[config.mk]
export PLATFORM = sky130hd
export DESIGN_NAME = tri_oai21_pipe
export DESIGN_NICKNAME = d
export VERILOG_FILES = /design/src/rtl/tri_oai21_pipe.sv
export SDC_FILE = /design/constraint.sdc
export NUM_CORES = 1
export LEC_CHECK = 0
export BUFFER_PORTS_ARGS = -buffer_cell sky130_fd_sc_hd__buf_2
export CORE_AREA = 8 8 45 47
export DETAILED_ROUTE_END_ITERATION = 7
export DIE_AREA = 0 0 53 55
export HOLD_SLACK_MARGIN = 0.08
export PLACE_DENSITY_LB_ADDON = 0.3
export SYNTH_ARGS = -nofsm -noshare
export SYNTH_HDL_FRONTEND = slang
export SYNTH_SLANG_ARGS = --single-unit
[constraint.sdc]
create_clock -name nclk -period 2.4 [get_ports nclk]
set_clock_uncertainty 0.15 [all_clocks]
set_input_delay 0.12 -clock nclk [delete_from_list [all_inputs] [get_ports nclk]]
set_output_delay 0.12 -clock nclk [all_outputs]
set_load 0.02 [all_outputs]
[src/rtl/tri_oai21_pipe.sv]
// Registered valid/ready pipeline that computes a bitwise OAI21, y = ~((a0 | a1) & b0).
// The function is evaluated at the input stage; later stages only move registered results forward.
module tri_oai21_pipe #(
  parameter int unsigned WIDTH = 1,
  parameter int unsigned DEPTH = 2,
  parameter int unsigned CNTW  = 4
) (
  input  logic             nclk,
  input  logic             rst,
  input  logic             in_valid,
  output logic             in_ready,
  input  logic [WIDTH-1:0] a0,
  input  logic [WIDTH-1:0] a1,
  input  logic [WIDTH-1:0] b0,
  output logic             out_valid,
  input  logic             out_ready,
  output logic [WIDTH-1:0] y,
  output logic [CNTW-1:0]  occ
);

  logic [DEPTH-1:0] vld_q, vld_d;
  logic [DEPTH-1:0] adv;
  logic [WIDTH-1:0] dat_q [DEPTH];
  logic [WIDTH-1:0] dat_d [DEPTH];
  logic [CNTW-1:0]  occ_q, occ_d;
  logic             push, pop;

  // The advance chain runs from the output stage back to the input.
  // Building it through a local variable keeps it a single ordered pass.
  always_comb begin
    logic chain;
    chain          = ~vld_q[DEPTH-1] | out_ready;
    adv            = '0;
    adv[DEPTH-1]   = chain;
    for (int unsigned i = 0; i < DEPTH - 1; i++) begin
      chain                = ~vld_q[DEPTH-2-i] | chain;
      adv[DEPTH-2-i]       = chain;
    end
  end

  always_comb begin
    vld_d = vld_q;
    for (int unsigned k = 0; k < DEPTH; k++) begin
      dat_d[k] = dat_q[k];
    end
    if (adv[0]) begin
      vld_d[0] = in_valid;
      dat_d[0] = ~((a0 | a1) & b0);
    end
    for (int unsigned k = 1; k < DEPTH; k++) begin
      if (adv[k]) begin
        vld_d[k] = vld_q[k-1];
        dat_d[k] = dat_q[k-1];
      end
    end
  end

  always_comb begin
    push  = in_valid & adv[0];
    pop   = vld_q[DEPTH-1] & out_ready;
    occ_d = occ_q + CNTW'(push) - CNTW'(pop);
  end

  always_ff @(posedge nclk) begin
    if (rst) begin
      vld_q <= '0;
      occ_q <= '0;
      for (int unsigned k = 0; k < DEPTH; k++) begin
        dat_q[k] <= '0;
      end
    end else begin
      vld_q <= vld_d;
      occ_q <= occ_d;
      for (int unsigned k = 0; k < DEPTH; k++) begin
        dat_q[k] <= dat_d[k];
      end
    end
  end

  assign in_ready  = adv[0];
  assign out_valid = vld_q[DEPTH-1];
  assign y         = dat_q[DEPTH-1];
  assign occ       = occ_q;

endmodule

# After elaboration in Yosys (flattened, before gate mapping)
# Memory sizes are Yosys's and may differ from the RTL's.
# Cells that the tools add are included.
# totals
output_inout_bits	7
input_bits	7
latchBits	0
word_cells	24
ram_bits	2
mem_bits_ro	0
mem_count	1
regBits	6
# mem_list
name	words	width	rd	rd_ports_with_merged_regs	wr	line_no	rtl
dat_q	2	1	2	0	2	23	logic [WIDTH-1:0] dat_q [DEPTH];
# classes
eq_ne	0
reduce_logical	0
n_bitwise	11
n_mul	0
addsub	2
shifts	0
mux	7
div_mod_pow	0
order_cmp	0
# ops
cell	count
1-bit 2-to-1 mux	7
1-bit OR	5
4-bit by 1-bit adder with 4-bit output	1
4-bit by 1-bit subtractor with 4-bit output	1
1-bit bitwise AND	3
1-bit inverter	3

# Depth between registers and ports, before layout
# depth
depth_word	6
mapped_depth	9
depth_no_buf	9

# Worst setup path before layout
# No wires, ideal clock.
# synth_timing
path_kind	register to register
start	reg vld_q[1]
end	reg occ_q[2], in the netlist occ[2]
required_ns	2.124
period_less_slack_ns	2.048
arrival_ns	1.773
path_buffers	0
path_slack_ns	0.352
setup_ns	0.126
path_stages_with_launch	10
path_cell_list	dfxtp_1 nand3b_4 nand2_1 ha_1 inv_1 ha_1 inv_1 fa_1 xor2_1 nor2_1
# synth_between
elab_chain_cells	6
elab_cells_between_ends	7
classes_between	2 x add/sub; 5 x bitwise
# synth_rtl
element	line_no	rtl
from (decl)	21	logic [DEPTH-1:0] vld_q, vld_d;
from (signal assigned)	72	vld_q <= vld_d;
1-bit inverter	32	chain = ~vld_q[DEPTH-1] | out_ready;
1-bit OR	32	
1-bit OR	36	chain = ~vld_q[DEPTH-2-i] | chain;
via in_ready	11	output logic in_ready,
1-bit bitwise AND	59	push = in_valid & adv[0];
4-bit by 1-bit adder with 4-bit output	61	occ_d = occ_q + CNTW'(push) - CNTW'(pop);
4-bit by 1-bit subtractor with 4-bit output	61	
to (signal assigned)	67	occ_q <= '0;
to (signal assigned)	73	occ_q <= occ_d;
to (decl)	25	logic [CNTW-1:0] occ_q, occ_d;
# The timed path passes the listed nets, and every way through them passes these cells.
# A chain may end at the register's enable or synchronous reset.

# Final worst setup path
# layout_timing
start	in out_ready
end	reg occ_q[2], in the netlist occ[2]
# layout_between
elab_chain_cells	5
elab_cells_between_ends	6
classes_between	2 x add/sub; 4 x bitwise
# layout_rtl
element	line_no	rtl
from (decl)	16	input logic out_ready,
1-bit OR	32	
1-bit OR	36	
1-bit bitwise AND	59	
4-bit by 1-bit adder with 4-bit output	61	
4-bit by 1-bit subtractor with 4-bit output (*)	61	
# Every way passes the cells marked *; elsewhere a longest branch is shown, timed or not.

==> out/qor.yml <==
outcome:
  status: "finished, final reports clean"
clock_tree:
  worstSkewPairLatency_ns: 0.25
  root_buffer: "clkbuf_4"
  clock_sink_count: 8
  cts_tree: "done"
  cts_buffer_depth: 2
  cts_max_level: 1
  clk_pin_slew_ns: 0.06
  cts_made_buffers: 3
worst_hold_path:
  hold_path_class: "flop to flop"
  min_path_cells: 2
  hp-start: "vld_q[0]$_SDFFE_PP0N_"
die:
  std_cell_rows: 14
  initial_core_util_pct: 29.02
  top_level_ports: 14
  die_x_um: 53
  dieHeight_um: 55
  die_area_um2: 2915
  core_um2: 1384
global_routing:
  antenna_found_initial: 0
  grt_pass1_wl_mm: 1.331
  grt_max_degree: 9
  grt_pass1_vias: 335
  grt_overflow: 0
  grt_util_all_layers_pct: 6.407
place:
  io_buffers: 13
  dp_hpwl_um: 602.4
  dp_cells: 70
  globalplace.congestion: 0.7351
timing:
  hold_viol: 0
  max-slew-margin-rel_pct: 86.26
  rsz0062_at_grt: "false"
  max_freq_mhz: 470.3
  setup-violations-final: 0
  final.min_clock_period_ns: 2.126
  fin_hold_ws_ns: 0.3248
  fin_tns_setup_ns: 0
  period_share_pct: 88.60
  worst_slew_pin_slew_ns: 0.2047
  slew_violations: 0
critical_path:
  crit_arrival_ns: 2.12
  crit_cells: 11
  path_buf_inv: 4
  endpoint: "occ[2]$_SDFF_PP0_"
  rrSetupSlack_ns: 0.48
  crit_path_top_delay_cell: "dlygate4sd3_1"
  worst_path_dominant_cell_family: "buffers and inverters"
  start_kind: "primary input"
  critPathMaxFanout: 4
  required_ns: 2.39
  path_class: "primary input to flop"
  crit_start: "out_ready"
  reg2reg_from: "vld_q[1]$_SDFFE_PP0P_"
  critPathCaptureType: "flop"
  reg2reg_to: "occ[2]$_SDFF_PP0_"
  cp_slowest_stage_delay_ns: 0.55
  crit_chain: "dlygate4sd3_1, buf_2, nand3b_4, nand2_1, ha_1, inv_1, ha_1, inv_1, fa_1, xor2_1, nor2_1"
  rr_worst_depth: 9
routing:
  wl_um: 843
  route.detailed.drc: 0
  dr.first_iter.drc_count: 5
  post_drt_wl_per_cell_um: 10.67
  ant_nets: 0
  vias: 348
  dr.pass1.iters: 4
  viasPerCell: 4.405
power:
  comb_power_share_pct: 36.6
  seq_power_share_pct: 40.0
  p_int_uw: 286.7
  peakVddDrop_mv: 0.3021
  pwr_density_cell_nw_per_um2: 764.1
  p_leak_uw: 0.0003009
  swShare_pct: 33.66
  switchingPower_uw: 145.5
  p_clk_share_pct: 23.4
synth:
  ys_types: 19
  avgSynthCellArea_um2: 9.563
  synth_nets: 54
  seq_area_frac_synth_pct: 39.88
  ys_warn_count: 0
  yosysTopAreaCell: "dfxtp_1"
  syn_area_um2: 401.6
  synthCells: 42
  ys_seq_elements: 8
  netlist.area_leader.share_pct: 39.88
  synthTopCellsByArea: "dfxtp_1 (40%), ha_1 (12%), inv_1 (6.5%)"
final_layout:
  layout_common_cells: "buf_2 (13), dfxtp_1 (8), inv_1 (7)"
  synthToLayoutAreaGrowth_pct: 40.81
  finish.utilization_pct: 40.87
  final_common_cell: "buf_2"
  diodes: 0
  n_fill_cell: 140
  nets: 77
  final_cells: 79
  drive_gt1_share_pct: 28.57
job:
  max_cap_viol_count: 0
cell families (layout without fill, tap and decap cells):
logic type | count (synthesis) | count (layout) | share of synthesized area (%)
AO/OA/AOI/OAI | 6 | 6 | 9.033
adder cells (fa/ha/maj) | 5 | 5 | 17.45
XOR/XNOR | 2 | 2 | 4.362
flip-flops | 8 | 8 | 39.87
buffers and inverters | 8 | 29 | 7.477
AND/OR/NAND/NOR | 11 | 11 | 16.82
multiplexers | 2 | 2 | 4.985
routing by layer:
metal  up-vias  wire, um  global-route usage (%)
met2         8       430                   11.91
met5         -         0                       0
met4         0        19                   2.586
met1       159       353                   5.657
li1        179         -                       -
met3         2        39                   3.476
synthesized netlist by cell type, drive strengths merged:
cell / number
dfxtp: 8
inv: 7
a21oi: 4
ha: 4
nor2: 4
mux2i: 2
nand3: 2
a21o: 1
and2: 1
clkbuf: 1
fa: 1
nand2: 1
nand2b: 1
nand3b: 1
nor2b: 1
o21ai: 1
xnor2: 1
xor2: 1
worst reg2reg max path: stages, from the launching register on:
cell	delay [ns]
dfxtp_1	0.40
nand3b_4	0.11
nand2_1	0.08
ha_1	0.22
inv_1	0.06
ha_1	0.15
inv_1	0.06
fa_1	0.40
xor2_1	0.14
nor2_1	0.05
metrics by stage:
stage | worst slack (ns) | power, uW | instance area [um^2]
3_3_place_gp | 0.5036 | 325.2 | 483.0
6_report | 0.2735 | 432.1 | 565.5
2_1_floorplan | 0.3516 | 287.9 | 401.6
4_1_cts | 0.2829 | 438.5 | 565.5
3_5_place_dp | 0.4719 | 325.7 | 483.0
5_1_grt | 0.1727 | 463.4 | 565.5
worst min-delay path by stage:
stage | to | slack [ns]
final | vld_q[1]$_SDFFE_PP0P_ | 0.32
after global placement | vld_q[0]$_SDFFE_PP0N_ | 0.22
after floorplan | vld_q[0]$_SDFFE_PP0N_ | 0.1
after global routing | vld_q[1]$_SDFFE_PP0P_ | 0.36
after CTS | vld_q[1]$_SDFFE_PP0P_ | 0.32
after detailed placement | vld_q[0]$_SDFFE_PP0N_ | 0.23
registers in the layout, indices dropped and copies added (netlist names):
register	count
vld_q	2
occ	4
dat_q	2
repair_timing:
| action | CTS | global route |
|---|---|---|
| resized for setup | 0 | 0 |
| endpoints found under the hold margin | 8 | 0 |
| setup buffers | 0 | 0 |
| hold buffers | 6 | 0 |
power groups by stage:
stage / registers [uW] / clock network (uW) / logic [uW]
2_1_floorplan: 201 / 0 / 87.1
3_3_place_gp: 176 / 0 / 150
3_5_place_dp: 176 / 0 / 150
4_1_cts: 173 / 106 / 160
5_1_grt: 178 / 111 / 175
6_report: 173 / 101 / 158
final cells by class:
type	count	area, um^2	area share (%)
clock buffer	3	22.52	3.982
inverter	7	26.28	4.646
multi-input combinational	26	211.5	37.39
sequential	8	160.2	28.32
tap	16	20.02	3.540
timing repair buffer	19	125.1	22.12
Power figures use the tool's default switching activity.
